<file path="config.mk">
export PLATFORM = sky130hd
export DESIGN_NAME = rr_bus_mux
export DESIGN_NICKNAME = d
export VERILOG_FILES = /design/src/rtl/mux_pkg.sv /design/src/rtl/rr_arbiter.sv /design/src/rtl/rr_bus_mux.sv
export SDC_FILE = /design/constraint.sdc
export NUM_CORES = 1
export LEC_CHECK = 0
export BUFFER_PORTS_ARGS = -buffer_cell sky130_fd_sc_hd__buf_2
export CAP_MARGIN = 30
export CORE_MARGIN = 4
export CORE_UTILIZATION = 52
export DETAILED_ROUTE_END_ITERATION = 8
export HOLD_SLACK_MARGIN = 0.12
export PLACE_DENSITY_LB_ADDON = 0.3
export SYNTH_ARGS = -nofsm -noshare
export SYNTH_HDL_FRONTEND = slang
export SYNTH_SLANG_ARGS = --single-unit
</file>
<file path="constraint.sdc">
create_clock -name clk -period 6.05 [get_ports clk]
set_clock_uncertainty 0.1 [all_clocks]
set_input_delay 1.21 -clock clk [delete_from_list [all_inputs] [get_ports clk]]
set_output_delay 1.21 -clock clk [all_outputs]
set_load 0.02 [all_outputs]
</file>
<file path="src/rtl/mux_pkg.sv">
// Shared constants for the round-robin bus multiplexer.
// Arbitration mode encodings.
package mux_pkg;
  localparam logic MODE_FIXED = 1'b0;
  localparam logic MODE_RR    = 1'b1;
endpackage

</file>
<file path="src/rtl/rr_arbiter.sv">
// Round-robin arbiter: scans req upward from rr_ptr, wrapping.
// The pointer moves past the winner only when advance is set.
module rr_arbiter
  import mux_pkg::*;
#(
  parameter int CHANNELS = 16,
  parameter int SEL_W    = $clog2(CHANNELS)
) (
  input  logic                clk,
  input  logic                rst,
  input  logic [CHANNELS-1:0] req,
  input  logic                advance,
  output logic [CHANNELS-1:0] grant,
  output logic [SEL_W-1:0]    grant_idx
);

  localparam logic [SEL_W:0]   CH   = (SEL_W+1)'(CHANNELS);
  localparam logic [SEL_W-1:0] LAST = SEL_W'(CHANNELS - 1);

  logic [SEL_W-1:0] rr_ptr;
  logic [SEL_W:0]   idx;
  logic             found;

  always_comb begin
    grant     = '0;
    grant_idx = '0;
    found     = 1'b0;
    idx       = '0;
    for (int k = 0; k < CHANNELS; k++) begin
      idx = {1'b0, rr_ptr} + (SEL_W+1)'(k);
      if (idx >= CH) idx = idx - CH;
      if (!found && req[idx[SEL_W-1:0]]) begin
        found                  = 1'b1;
        grant[idx[SEL_W-1:0]]  = 1'b1;
        grant_idx              = idx[SEL_W-1:0];
      end
    end
  end

  always_ff @(posedge clk or posedge rst) begin
    if (rst) begin
      rr_ptr <= '0;
    end else if (advance) begin
      rr_ptr <= (grant_idx == LAST) ? '0 : grant_idx + 1'b1;
    end
  end

endmodule

</file>
<file path="src/rtl/rr_bus_mux.sv">
// Registered N-channel bus mux with valid/ready handshakes,
// fixed-select or round-robin arbitration.
module rr_bus_mux
  import mux_pkg::*;
#(
  parameter int WIDTH    = 8,
  parameter int CHANNELS = 16,
  parameter int SEL_W    = $clog2(CHANNELS)
) (
  input  logic                      clk,
  input  logic                      rst,
  input  logic                      mode,
  input  logic [SEL_W-1:0]          sel,
  input  logic [CHANNELS-1:0]       in_valid,
  input  logic [CHANNELS*WIDTH-1:0] in_data,
  output logic [CHANNELS-1:0]       in_ready,
  output logic                      out_valid,
  output logic [WIDTH-1:0]          out_data,
  output logic [SEL_W-1:0]          out_chan,
  input  logic                      out_ready
);

  logic                can_load;
  logic                sel_ok;
  logic                xfer;
  logic                advance;
  logic [CHANNELS-1:0] rr_grant;
  logic [CHANNELS-1:0] fix_grant;
  logic [CHANNELS-1:0] grant;
  logic [SEL_W-1:0]    rr_idx;
  logic [SEL_W-1:0]    gidx;

  assign can_load  = !out_valid || out_ready;
  assign sel_ok    = {1'b0, sel} < (SEL_W+1)'(CHANNELS);
  assign fix_grant = sel_ok ? (in_valid & (CHANNELS'(1) << sel)) : '0;
  assign grant     = (mode == MODE_RR) ? rr_grant : fix_grant;
  assign gidx      = (mode == MODE_RR) ? rr_idx : sel;
  assign in_ready  = grant & {CHANNELS{can_load}};
  assign xfer      = |in_ready;
  assign advance   = xfer && (mode == MODE_RR);

  rr_arbiter #(
    .CHANNELS (CHANNELS),
    .SEL_W    (SEL_W)
  ) u_arb (
    .clk       (clk),
    .rst       (rst),
    .req       (in_valid),
    .advance   (advance),
    .grant     (rr_grant),
    .grant_idx (rr_idx)
  );

  // Load and drain can coincide, giving one beat per cycle.
  always_ff @(posedge clk or posedge rst) begin
    if (rst) begin
      out_valid <= 1'b0;
      out_data  <= '0;
      out_chan  <= '0;
    end else if (xfer) begin
      out_valid <= 1'b1;
      out_data  <= in_data[gidx*WIDTH +: WIDTH];
      out_chan  <= gidx;
    end else if (out_ready) begin
      out_valid <= 1'b0;
    end
  end

endmodule

</file>
==> flow_summary_export.csv <==
group,metric,value,unit
outcome,status,"finished with violations",
outcome,violations,"negative setup slack",
layout,num-fill-cells,1358,
layout,drive_above_1_share,0.3537,
drt,drtIter0Drc,1832,
worst_setup_path,cp_data_required_time,4.74,ns
drt,via_count,11450,
synth,seq_area_frac_synth,0.05193,
synth,synth_edf_count,0,
min_path,hp-start,"out_data[5]",
synth,netlist_instances,1101,
layout,n_antenna_cell,0,
die,initial_core_util,0.5349,
timing,finalSetupViolCount,4,
global_routing,grt_overflow,0,
drt,firstDrtPassIters,9,
place,io_buffer_count,180,
clock_network,cts_tree,"done",
global_routing,grt.busiest_layer,"met2",
worst_setup_path,worstSetupStartpointType,"input pin",
die,die_w,133.5,um
timing,maxSlewViolCount,0,
place,place.gp.congestion,1.188,
worst_setup_path,startpoint,"in_valid[5]",
worst_setup_path,cp_num_buf_inv,5,
synth,synth.avg_cell_area,7.440,sq um
clock_network,clkLatencyLatePin,0.25,ns
synth,synth_cell_types,88,
synth,yosys_warnings,0,
timing,slew_headroom,0.2625,
die,ios,181,
worst_setup_path,worst-path-stages,13,
synth,synth_seq_cells,17,
synth,synth_most_common_cell,"nand2_1",
synth,async_flop_share,1.000,
worst_setup_path,reg2reg_depth,21,
clock_network,htreeDepth,1,
timing,final-hold-violation-count,0,
timing,post-route-period-util,1.008,
global_routing,antenna_found_initial,1,
die,die_area,17820,sq um
synth,synth.area.top_cells,"mux4_2 12%, mux2i_1 9.8%, mux2_2 6.9%",
timing,tightestPinTransition,1.099,ns
worst_setup_path,crit_chain,"buf_2, mux4_2, buf_4, mux4_2, nor4_4, buf_4, buf_4, nand4_1, a21oi_1, a21oi_1, nand4_1, and2_1, buf_2",
worst_setup_path,crit_path_max_incr_delay,0.60,ns
drt,via_per_inst,7.462,
clock_network,numCtsBuffers,3,
worst_setup_path,cp_max_fo,8,
timing,fin_crit,6.098,ns
global_routing,grt_max_degree,51,
synth,syn_nets,1267,
synth,synthTopCellsByCount,"82 x nand2_1, 80 x mux2i_1, 76 x nor2_1",
synth,syn_area,8192,sq um
worst_setup_path,critPathCapture,"in_ready[15]",
global_routing,grt_use_total,0.4500,
worst_setup_path,crit_path_end_kind,"output port",
worst_setup_path,crit_path_frequent_cell,"buf_4",
clock_network,cts_root_buf,"clkbuf_16",
global_routing,grt_util_met1,0.5754,
clock_network,cts.sinks,17,
timing,fin_ws,-0.04827,ns
layout,area_growth,24.76,%
worst_setup_path,crit_slowest_cell,"mux4_2",
die,die_y,133.5,um
layout,nets,1490,
worst_setup_path,rr_startpoint,"u_arb.rr_ptr[1]",
clock_network,cts_buffer_depth,2,
layout,fin_util,0.6673,
min_path,min_delay_path_depth,2,
worst_setup_path,critical_path_arrival,4.79,ns
worst_setup_path,r2r_end,"out_data[7]",
synth,yosys.area.top_type,"mux4_2",
worst_setup_path,path_class,"in -> out",
place,place_hpwl,33.03,mm
global_routing,grt_pass1_vias,10700,
global_routing,grt_use_met3,0.1533,
worst_setup_path,crit_family,"simple AND/OR/NAND/NOR gates",
clock_network,path_clk_slew,0.05,ns
synth,synth_top_area_frac,0.1155,
min_path,holdCritPathClass,"reg -> reg",
die,rows,45,
drt,drt.antenna.violating_nets,0,
global_routing,met2_usage,0.6820,
job,max_cap_violations,0,
die,core,15310,sq um
global_routing,grt_pass1_wl,63.36,mm
timing,rsz0062_at_grt,"true",
drt,drcViolationCount,0,
timing,timing.fmax,164.0,MHz
drt,detail_route.wl_per_cell,27.62,um
worst_setup_path,r2r_slack,0.05,ns
synth,synth_ff_type,"dfrtp_1",
drt,finalWirelength,42.37,mm
tightest hold or removal path: cells and delay by family, from the launching register on:
kind	cells	cell delay [ns]
AOI/OAI and AO/OA	1	0.06
DFF	1	0.35
and+or+nand+nor	1	0.05
placed cells by master (no fill, tap or decap), drive strengths merged, types with 5 or more instances in the layout:
cell	count
inv	30
nor4	26
nor2	77
a31oi	22
mux2i	81
a2111oi	5
buf	318
mux4	42
nand4	27
and3	14
o21a	5
or3	7
o21ai	78
or4	5
nand2b	10
ha	14
a211oi	10
o31ai	6
a22oi	15
a311oi	7
nor2b	6
o31a	7
o221ai	11
o211ai	31
nand3	64
mux2	55
xnor2	11
dfrtp	17
o2111ai	8
a21oi	58
o32ai	6
a221oi	28
and2	9
nor3	56
o22ai	13
nand2	84
layer usage:
layer	routed length, um	vias up
met1	15280	5276
met3	6403	258
met5	13	-
met2	17750	1079
li1	-	4832
met4	2923	2
per-stage QoR:
stage	instances	setup TNS [ns]	setup slack (ns)	area (sq um)	hold slack [ns]
final	1534	-0.08767	-0.04827	10220	0.3937
after global routing	1534	-0.05597	-0.01989	10220	0.4046
after CTS	1529	0	0.003186	10090	0.3912
after detailed placement	1525	-0.02030	-0.01479	9993	0.3772
after global placement	1524	-0.1660	-0.08075	9986	0.3594
after floorplan	1101	0	0.0009379	8224	0.4945
worst min-delay path by stage:
stage / slack, ns / endpoint
6_report: 0.39 / out_data[5]
5_1_grt: 0.40 / out_data[1]
4_1_cts: 0.39 / out_data[3]
3_5_place_dp: 0.38 / out_data[3]
3_3_place_gp: 0.36 / out_data[1]
2_1_floorplan: 0.49 / out_data[1]
what timing repair did:
item / in CTS / in global routing
buffers inserted: 0 / 5
pin swaps: 0 / 2
gates resized for setup: 3 / 19
hold buffers: 0 / 0
setup endpoints to repair: 3 / 19
cloned: 0 / 0
sequential cells by signal (all words and copies together), names as in the netlist:
signal and count:
out_data 8, u_arb.rr_ptr 4, out_valid 1, out_chan 4
logic make-up after synthesis:
group	synth area share
mux	0.2916
buf+inv	0.06904
simple gates	0.2552
fa+ha+maj	0.02138
xor+xnor	0.01787
compound gates	0.2930
flops	0.05193
area by class of cell:
class / count / area, sq um / share of cell area
clock inverter: 1 / 5.005 / 0.0004897
inverter: 31 / 116.4 / 0.01139
multi-input combinational: 953 / 7346 / 0.7188
tap: 211 / 264.0 / 0.02583
clock buffer: 3 / 75.07 / 0.007346
timing repair buffer: 318 / 1988 / 0.1945
sequential: 17 / 425.4 / 0.04163
Power is left out: the tool's default activity adds up to more than one toggle a clock period on the data nets, which glitch-free logic cannot reach.
